### src/rtl/axi4_slave_ctrl.sv
// axi4_slave_ctrl: AXI4 INCR burst slave driving one single-port memory.
// Optional feature macro AXI_SLVERR_EN: out-of-range beats are suppressed and answered SLVERR.
module axi4_slave_ctrl #(
    parameter int DATA_WIDTH     = 32,
    parameter int ADDR_WIDTH     = 10,
    parameter int DEPTH          = 1024,
    parameter int AXI_ADDR_WIDTH = 16
) (
    input  logic                      ACLK,
    input  logic                      ARESET,
    input  logic [AXI_ADDR_WIDTH-1:0] AWADDR,
    input  logic [7:0]                AWLEN,
    input  logic                      AWVALID,
    output logic                      AWREADY,
    input  logic [DATA_WIDTH-1:0]     WDATA,
    input  logic                      WLAST,
    input  logic                      WVALID,
    output logic                      WREADY,
    output logic [1:0]                BRESP,
    output logic                      BVALID,
    input  logic                      BREADY,
    input  logic [AXI_ADDR_WIDTH-1:0] ARADDR,
    input  logic [7:0]                ARLEN,
    input  logic                      ARVALID,
    output logic                      ARREADY,
    output logic [DATA_WIDTH-1:0]     RDATA,
    output logic [1:0]                RRESP,
    output logic                      RLAST,
    output logic                      RVALID,
    input  logic                      RREADY,
    output logic                      mem_en,
    output logic                      mem_we,
    output logic [ADDR_WIDTH-1:0]     mem_addr,
    output logic [DATA_WIDTH-1:0]     mem_wdata,
    input  logic [DATA_WIDTH-1:0]     mem_rdata
);

    typedef enum logic [2:0] {IDLE, WR, WRESP, RD_ADDR, RD_DATA} state_t;

    state_t                state;
    state_t                state_nxt;
    logic                  wr_pri;
    logic [ADDR_WIDTH-1:0] addr;
    logic [ADDR_WIDTH-1:0] addr_inc;
    logic [7:0]            len;
    logic [7:0]            cnt;
    logic                  err;
    logic                  oor;
    logic                  aw_hi;
    logic                  ar_hi;
    logic                  aw_hs;
    logic                  ar_hs;
    logic                  w_hs;
    logic                  last;
    logic                  wlast_bad;

`ifdef AXI_SLVERR_EN
    assign aw_hi = |AWADDR[AXI_ADDR_WIDTH-1:ADDR_WIDTH+2];
    assign ar_hi = |ARADDR[AXI_ADDR_WIDTH-1:ADDR_WIDTH+2];
    logic unused_lsb;
    assign unused_lsb = ^{AWADDR[1:0], ARADDR[1:0]};
`else
    // Upper address bits alias onto the memory; everything answers OKAY.
    assign aw_hi = 1'b0;
    assign ar_hi = 1'b0;
    logic unused_bits;
    assign unused_bits = ^{AWADDR[AXI_ADDR_WIDTH-1:ADDR_WIDTH+2], AWADDR[1:0],
                           ARADDR[AXI_ADDR_WIDTH-1:ADDR_WIDTH+2], ARADDR[1:0]};
`endif

    assign aw_hs     = AWVALID && AWREADY;
    assign ar_hs     = ARVALID && ARREADY;
    assign w_hs      = WVALID && WREADY;
    assign last      = (cnt == len);
    assign wlast_bad = (WLAST != last);
    assign addr_inc  = (addr == ADDR_WIDTH'(DEPTH - 1)) ? '0 : addr + 1'b1;
    assign mem_addr  = addr;
    assign mem_wdata = WDATA;
    // Out-of-range read beats return zero data with SLVERR.
    assign RDATA     = (RVALID && !RRESP[1]) ? mem_rdata : '0;

    // State register
    always_ff @(posedge ACLK) begin
        if (ARESET) state <= IDLE;
        else        state <= state_nxt;
    end

    // Next-state decode
    always_comb begin
        state_nxt = state;
        unique case (state)
            IDLE: begin
                if (aw_hs)      state_nxt = WR;
                else if (ar_hs) state_nxt = RD_ADDR;
            end
            WR:      if (w_hs && last) state_nxt = WRESP;
            WRESP:   if (BREADY) state_nxt = IDLE;
            RD_ADDR: state_nxt = RD_DATA;
            RD_DATA: if (RREADY) state_nxt = last ? IDLE : RD_ADDR;
            default: state_nxt = IDLE;
        endcase
    end

    // Handshake readies and memory strobes, decoded from state
    always_comb begin
        AWREADY = 1'b0;
        ARREADY = 1'b0;
        WREADY  = 1'b0;
        mem_en  = 1'b0;
        mem_we  = 1'b0;
        if (!ARESET) begin
            unique case (state)
                IDLE: begin
                    AWREADY = AWVALID && (!ARVALID || wr_pri);
                    ARREADY = ARVALID && (!AWVALID || !wr_pri);
                end
                WR: begin
                    WREADY = 1'b1;
                    mem_en = WVALID && !oor;
                    mem_we = WVALID && !oor;
                end
                RD_ADDR: mem_en = !oor;
                default: ;
            endcase
        end
    end

    // Burst bookkeeping, arbitration pointer and registered B/R outputs
    always_ff @(posedge ACLK) begin
        if (ARESET) begin
            wr_pri <= 1'b1;
            addr   <= '0;
            len    <= '0;
            cnt    <= '0;
            err    <= 1'b0;
            oor    <= 1'b0;
            BVALID <= 1'b0;
            BRESP  <= 2'b00;
            RVALID <= 1'b0;
            RRESP  <= 2'b00;
            RLAST  <= 1'b0;
        end else begin
            unique case (state)
                IDLE: begin
                    if (AWVALID && ARVALID) wr_pri <= ~wr_pri;
                    if (aw_hs) begin
                        addr <= AWADDR[ADDR_WIDTH+1:2];
                        len  <= AWLEN;
                        cnt  <= '0;
                        err  <= 1'b0;
                        oor  <= aw_hi;
                    end else if (ar_hs) begin
                        addr <= ARADDR[ADDR_WIDTH+1:2];
                        len  <= ARLEN;
                        cnt  <= '0;
                        oor  <= ar_hi;
                    end
                end
                WR: begin
                    if (w_hs) begin
                        addr <= addr_inc;
                        cnt  <= cnt + 8'd1;
                        if (wlast_bad) err <= 1'b1;
                        if (last) begin
                            BVALID <= 1'b1;
                            BRESP  <= (err || wlast_bad || oor) ? 2'b10 : 2'b00;
                        end
                    end
                end
                WRESP: begin
                    if (BREADY) begin
                        BVALID <= 1'b0;
                        BRESP  <= 2'b00;
                    end
                end
                RD_ADDR: begin
                    RVALID <= 1'b1;
                    RLAST  <= last;
                    RRESP  <= oor ? 2'b10 : 2'b00;
                end
                RD_DATA: begin
                    if (RREADY) begin
                        RVALID <= 1'b0;
                        RLAST  <= 1'b0;
                        RRESP  <= 2'b00;
                        if (!last) begin
                            addr <= addr_inc;
                            cnt  <= cnt + 8'd1;
                        end
                    end
                end
                default: ;
            endcase
        end
    end

endmodule

### config.mk
export PLATFORM = sky130hd
export DESIGN_NAME = axi4_slave_ctrl
export DESIGN_NICKNAME = d
export VERILOG_FILES = /design/src/rtl/axi4_slave_ctrl.sv
export SDC_FILE = /design/constraint.sdc
export NUM_CORES = 1
export LEC_CHECK = 0
export ABC_AREA = 1
export ABC_CLOCK_PERIOD_IN_PS = 2200
export BUFFER_PORTS_ARGS = -buffer_cell sky130_fd_sc_hd__buf_2
export CELL_PAD_IN_SITES_DETAIL_PLACEMENT = 1
export CELL_PAD_IN_SITES_GLOBAL_PLACEMENT = 1
export CORE_ASPECT_RATIO = 1.25
export CORE_MARGIN = 5
export CORE_UTILIZATION = 26
export DETAILED_ROUTE_END_ITERATION = 6
export MAX_ROUTING_LAYER = met4
export PLACE_DENSITY = 0.81
export SKIP_LAST_GASP = 1
export SLEW_MARGIN = 10
export SYNTH_ARGS = -nofsm -noshare
export SYNTH_HDL_FRONTEND = slang
export SYNTH_SLANG_ARGS = --single-unit
### constraint.sdc
create_clock -name ACLK -period 2.2 [get_ports ACLK]
set_clock_uncertainty 0.1 [all_clocks]
set_input_delay 0.11 -clock ACLK [delete_from_list [all_inputs] [get_ports ACLK]]
set_output_delay 0.11 -clock ACLK [all_outputs]
set_load 0.01 [all_outputs]
==> summary.txt, run 1 <==
Outcome
  • Result of the run: finished clean

Yosys
  • Fraction of registers with async set or reset after synthesis: 0%
  • Top flip-flop cell by instance count after synthesis: sky130_fd_sc_hd__dfxtp_1
  • Number of synthesized flops with an enable pin: 0
  • Multiplexer area fraction after synthesis: 0%
  • Cell variety after synth: 35
  • Top cells by area in the synthesized netlist: sky130_fd_sc_hd__dfxtp_1 24%, sky130_fd_sc_hd__nand2_1 19%, sky130_fd_sc_hd__inv_1 9.7%
  • Fraction of synthesized cell area in xor and xnor cells: 3.309%
  • Compound-cell area share of the yosys netlist: 11.26%
  • Share of synthesized area occupied by flip-flops and latches: 24.07%
  • Fraction of the mapped netlist area in simple logic gates: 38.07%
  • Post-synth top area share: 24.07%
  • Adder-cell area share of the yosys netlist: 0.8595%
  • Number of storage elements in the synthesis netlist: 35
  • Post-Synthesis Mean Instance Area: 5.942 sq um
  • Synth warnings: 0
  • Gate Count Post-Synth: 490
  • Synthesized cell area: 0.002912 sq mm
  • Combinational family with the most area after synthesis: simple AND/OR/NAND/NOR gates
  • Cell type contributing the most total cell area after synthesis: sky130_fd_sc_hd__dfxtp_1

STA
  • Hold violation total from the final report: 0
  • Final setup fails: 0
  • Total count of max-transition violations in the final report: 0
  • Sum of negative setup slack: 0 ns
  • Tcrit/Tclk final: 91.44%
  • Maximum clock frequency: 0.4971 GHz
  • Shortest period the worst path allows: 2.012 ns
  • Smallest hold slack: 0.004267 ns
  • Unrepaired setup endpoints after global routing: yes

Pwr
  • Worst-case vdd ir drop: 366.0 uV
  • Power Total: 3.851 mW
  • Total leakage power: 2.156 nW
  • Pwr dens: 1021 mW/mm^2

Critical path
  • Cell repeated most along the worst path: sky130_fd_sc_hd__nand2_1
  • CP max FO: 14
  • Element type at the critical path start: flip-flop
  • Critical path endpoint: cnt[1]
  • Reg-to-Reg End: cnt[1]
  • Data arrival time of the worst path: 2.09 ns
  • Worst reg2reg path startpoint: cnt[1]
  • Setup slack, reg-to-reg: 0.19 ns
  • Cell chain of the critical path: nand2_1 > nand2_1 > nand2_1 > nor2_1 > inv_1 > nor2_1 > nand2_2 > nand3_4 > nand2_1 > nand2_1 > nor2_1
  • Timing startpoint of the critical path: cnt[1]
  • Worst-path cell with the longest stage delay: sky130_fd_sc_hd__dfxtp_1
  • Type of the setup path with the least slack: reg -> reg
  • Worst Reg-to-Reg Cells: 11
  • Max stage delay on crit path: 0.41 ns
  • Data required time at the worst endpoint: 2.28 ns
  • Critical path endpoint category: flip-flop

Clock tree
  • Number of clock buffers inserted by TritonCTS: 5
  • H-Tree Depth: 2
  • CTS clock-pin slew for the worst setup and hold paths: 0.06 ns
  • Insertion delay to the later sink of the worst-skew pair: 0.28 ns
  • Root buffer cell: sky130_fd_sc_hd__clkbuf_16
  • Buffer levels on the longest clock path: 2
  • Clock tree from TritonCTS: yes
  • Clock sink total: 35

Finish
  • Most common cell after layout, fill and taps aside: sky130_fd_sc_hd__nand2_1
  • Number of standard cells in the layout, taps in and fillers out: 737
  • Most frequent cells in the layout: 146 x sky130_fd_sc_hd__nand2_1, 126 x sky130_fd_sc_hd__buf_2, 75 x sky130_fd_sc_hd__inv_1
  • Layout cells sized above 1: 27.91%
  • Number of antenna diodes: 0
  • Area Overhead vs Synth: 29.52%
  • Net count reported at finish: 723

Place
  • DPL Wire Length: 7.823 mm
  • Weighted congestion at the end of routability-driven global placement: 0.8447
  • Cells after DPL: 714
  • Port buffer count: 126

Detailed routing
  • Antenna viol nets, final: 0
  • Overall routed net length: 10.13 mm
  • DRC violation count after routing: 0
  • Via count: 3460
  • Routed vias/inst: 4.695
  • Number of iterations in the first detailed-routing pass: 4
  • First-iteration detailed-routing DRC count: 111
  • Routed wire length per instance: 13.75 um

Die
  • Die Span Y: 128.3 um
  • Die width: 104.7 um
  • Placement row count: 43
  • Core area: 0.01103 sq mm
  • Die ar.: 0.01343 sq mm
  • Starting density of the core: 26.40%
  • I/O pin count: 206

Global routing
  • Vias in the first global route: 3696
  • Total congestion overflow: 0
  • Global-route usage over all layers: 15.18%
  • First-pass GRT wire length: 16.77 mm
  • Maximum number of pins on one net before global-route repair: 28
  • Antenna violations before repair: 0

Job
  • Max-capacitance violation count: 0

Min path
  • Tightest Hold Check Type: in -> reg
==> cell families (layout without fill, tap and decap cells) <==
family / after synthesis / in the layout
adders and majority gates: 2 / 2
buffers and inverters: 131 / 240
DFF: 35 / 35
AOI/OAI and AO/OA: 60 / 60
and+or+nand+nor: 250 / 251
other: 1 / 3
xor gates and xnor gates: 11 / 11
==> where the power goes <==
group,internal [mW],leakage (nW),switching [mW],total [mW]
clock network,0.418,0.0669,0.285,0.704
registers,0.793,0.287,0.181,0.974
logic,0.769,1.80,1.40,2.17
total,1.98,2.16,1.87,3.85
==> cells in the mapped netlist (all sizes together), types with 2 or more instances <==
master and instances:
dfxtp 35, nor3 12, nor2 53, a31oi 9
xor2 8, nand4 14, nand3 16, o21ai 24
inv 80, buf 44, o22ai 6, xnor2 3
ha 2, a21oi 19, clkbuf 7, nand2 152
==> cell type report <==
class                           count  area, sq um
Clock inverter                      2        12.51
Multi-Input combinational cell    327         1587
Sequential cell                    35        700.7
Timing Repair Buffer              152        873.3
Clock buffer                        6        128.9
Inverter                           80        300.3
Tap cell                          135        168.9
Fill cell                        1462         7258
==> routing by layer <==
metal	GRT usage (%)	wire length (um)	vias to the layer above	part of all wire, %
li1	-	-	1708	-
met1	16.17	4031	1607	40
met2	27.86	5282	127	52
met3	3.375	653	18	6.4
met4	4.816	163	0	1.6
met5	-	0	-	0
==> metrics by stage <==
stage / util (%) / instance area (sq um) / setup slack [ns]
floorplan: - / 2919 / 0.5110
global placement: 31.48 / 3472 / 0.2657
finish: 34.19 / 3771 / 0.1884
CTS: 34.03 / 3754 / 0.1436
global route: 34.19 / 3771 / -0.006920
detailed placement: 31.48 / 3472 / 0.1567
==> critical path: cells and delay by family, from the launching register on <==
family | cells | cell delay [ns]
buffers and inverters | 1 | 0.07
flip-flops | 1 | 0.41
AND/OR/NAND/NOR | 10 | 1.33
==> flip-flops by register name (all words and copies together) (netlist names) <==
signal	cells
state	3
wr_pri	1
BVALID	1
len	8
err	1
RVALID	1
BRESP	1
cnt	8
RLAST	1
mem_addr	10
==> worst min path at each step <==
stage          startpoint            end  slack [ns]  cells after the start
2_1_floorplan      ARESET       state[2]        0.08                      1
3_3_place_gp    WDATA[12]  mem_wdata[12]        0.12                      0
3_5_place_dp    WDATA[12]  mem_wdata[12]        0.12                      0
4_1_cts          AWLEN[7]         len[7]       0.002                      3
5_1_grt          AWLEN[7]         len[7]        0.03                      3
6_report         AWLEN[7]         len[7]       0.004                      3
==> what timing repair did <==
action | in CTS | in global routing
resized for setup | 0 | 1
buffers inserted | 0 | 0
hold endpoints to repair | 8 | 0
setup endpoints to repair | 0 | 6
hold buffers | 14 | 0
No activity file was read; power rests on OpenSTA's default activity.
==> run 2: changes to the inputs <==
PLACE_DENSITY = default   (was 0.81)
PLACE_DENSITY_LB_ADDON = 0.1   (was default)
==> summary.txt, run 2 (synthesis gave the netlist of run 1 again) <==
Die
  • I/O pin count: 206 (unchanged)
  • Starting density of the core: 26.40% (unchanged)
  • Placement row count: 43 (unchanged)
  • Die ar.: 0.01343 sq mm (unchanged)
  • Core area: 0.01103 sq mm (unchanged)
  • Die width: 104.7 um (unchanged)
  • Die Span Y: 128.3 um (unchanged)

Detailed routing
  • Routed vias/inst: 4.521 (-3.7%)
  • DRC violation count after routing: 0 (unchanged)
  • Routed wire length per instance: 13.45 um (-2.1%)
  • Via count: 3359 (-2.9%)
  • First-iteration detailed-routing DRC count: 90 (-19%)
  • Antenna viol nets, final: 0 (unchanged)
  • Number of iterations in the first detailed-routing pass: 4 (unchanged)
  • Overall routed net length: 9.996 mm (-1.3%)

Global routing
  • Maximum number of pins on one net before global-route repair: 35 (+25%)
  • Vias in the first global route: 3554 (-3.8%)
  • First-pass GRT wire length: 16.57 mm (-1.2%)
  • Total congestion overflow: 0 (unchanged)
  • Antenna violations before repair: 0 (unchanged)
  • Global-route usage over all layers: 15.30% (+0.12 points)

Place
  • DPL Wire Length: 7.927 mm (+1.3%)
  • Port buffer count: 126 (unchanged)
  • Worst setup slack after placement: 0.2719 ns (+0.1152 ns)
  • Weighted congestion at the end of routability-driven global placement: 0.7843 (-7.2%)
  • Cells after DPL: 719 (+0.70%)

Pwr
  • Pwr dens: 996.6 mW/mm^2 (-2.4%)
  • Power Total: 3.790 mW (-1.6%)
  • Worst-case vdd ir drop: 312.0 uV (-15%)
  • Total leakage power: 2.180 nW (+1.1%)

Finish
  • Area Overhead vs Synth: 30.60%
  • Layout cells sized above 1: 28.45% (+0.55 points)
  • Net count reported at finish: 729 (+0.83%)
  • Most common cell after layout, fill and taps aside: sky130_fd_sc_hd__nand2_1
  • Number of inserted filler cells in the final layout: 1490 (+1.9%)
  • Flip-flop count of the largest register after layout: 10 (unchanged)
  • Multi-input combinational cell area: 0.001569 sq mm (-1.1%)
  • Number of antenna diodes: 0 (unchanged)
  • Most frequent cells in the layout: 146 x sky130_fd_sc_hd__nand2_1, 126 x sky130_fd_sc_hd__buf_2, 75 x sky130_fd_sc_hd__inv_1
  • Area occupied by registers: 700.7 sq um (unchanged)
  • Number of standard cells in the layout, taps in and fillers out: 743 (+0.81%)

Critical path
  • Setup slack, reg-to-reg: 0.28 ns (+0.09 ns)
  • Max stage delay on crit path: 0.36 ns (-0.05 ns)
  • Element type at the critical path start: flip-flop
  • CP max FO: 27 (+13)
  • Cell chain of the critical path: inv_1 > nand2_1 > nand2_1 > nand2_1 > nor2_1 > inv_1 > nor2_1 > nand2_2 > nand3_4 > nand2_1 > a21oi_1
  • Type of the setup path with the least slack: reg -> reg
  • Worst Reg-to-Reg Cells: 11 (unchanged)
  • Critical path endpoint category: flip-flop
  • Cell repeated most along the worst path: sky130_fd_sc_hd__nand2_1
  • Data arrival time of the worst path: 2.04 ns (-0.05 ns)
  • Data required time at the worst endpoint: 2.32 ns (+0.04 ns)
  • Worst-path cell with the longest stage delay: sky130_fd_sc_hd__dfxtp_1

Clock tree
  • Count of instances resized after the clock tree is built: 0 (unchanged)
  • CTS clock-pin slew for the worst setup and hold paths: 0.06 ns (about the same)
  • H-Tree Depth: 2 (unchanged)
  • Number of clock buffers inserted by TritonCTS: 5 (unchanged)
  • Clock tree from TritonCTS: yes
  • Root buffer cell: sky130_fd_sc_hd__clkbuf_16
  • Buffer levels on the longest clock path: 2 (unchanged)
  • Clock sink total: 35 (unchanged)
  • Insertion delay to the later sink of the worst-skew pair: 0.29 ns (about the same)

STA
  • Final setup fails: 0 (unchanged)
  • Shortest period the worst path allows: 1.920 ns (-0.09202 ns)
  • Unrepaired setup endpoints after global routing: no
  • Maximum clock frequency: 0.5209 GHz (+4.8%)
  • Hold violation total from the final report: 0 (unchanged)
  • Sum of negative setup slack: 0 ns (unchanged)
  • Total count of max-transition violations in the final report: 0 (unchanged)
  • Worst Slack Setup Final: 0.2804 ns (+0.09202 ns)
  • Tcrit/Tclk final: 87.25% (-4.2 points)

Min path
  • Tightest Hold Check Type: in -> reg
  • Cells on Worst Hold Path: 4 (+1)

Job
  • Max-capacitance violation count: 0 (unchanged)

Outcome
  • Result of the run: finished clean
-- run 2: area by class of cell --
class / instances / share of cell area [%]
tap: 135 / 4.442
clock buffer: 5 / 3.291
timing repair buffer: 159 / 24.15
sequential: 35 / 18.43
clock inverter: 3 / 0.5265
inverter: 80 / 7.897
multi-input combinational: 326 / 41.26
-- run 2: metal layers --
metal,global-route usage [%],vias up,wire [um]
met3,3.023,10,559
li1,-,1712,-
met2,27.71,101,5171
met5,-,-,0
met4,5.041,0,114
met1,16.74,1536,4152
-- run 2: metrics by stage --
step	cell area, sq um	utilization (%)	hold WS [ns]
floorplan	2919	-	0.07907
global placement	3497	31.71	0.1201
detailed placement	3497	31.71	0.1201
CTS	3802	34.48	0.02391
global route	3802	34.48	0.03967
finish	3802	34.48	0.02602
-- run 2: path summary, 6_finish.rpt --
check	endpoint	from
setup / recovery	cnt[4]	cnt[0]
setup reg to reg	cnt[4]	cnt[0]
hold / removal	RVALID	RREADY
hold reg to reg	BVALID	BVALID
-- run 2: worst max-delay path, delay by kind of cell (launching register included) --
kind	cells	cell delay (ns)
and+or+nand+nor	8	1.06
AOI/OAI and AO/OA	1	0.16
buffers and inverters	2	0.16
DFF	1	0.36
-- run 2: where the power goes --
part	leakage [nW]	total (mW)	switching [mW]	internal (mW)
logic	1.83	2.11	1.35	0.763
registers	0.287	0.954	0.161	0.793
clock network	0.0658	0.724	0.307	0.418
total	2.18	3.79	1.82	1.97
-- run 2: timing repair --
item                                   CTS  global route
buffers inserted                         0             0
endpoints found under the hold margin    8             0
hold buffers                            16             0
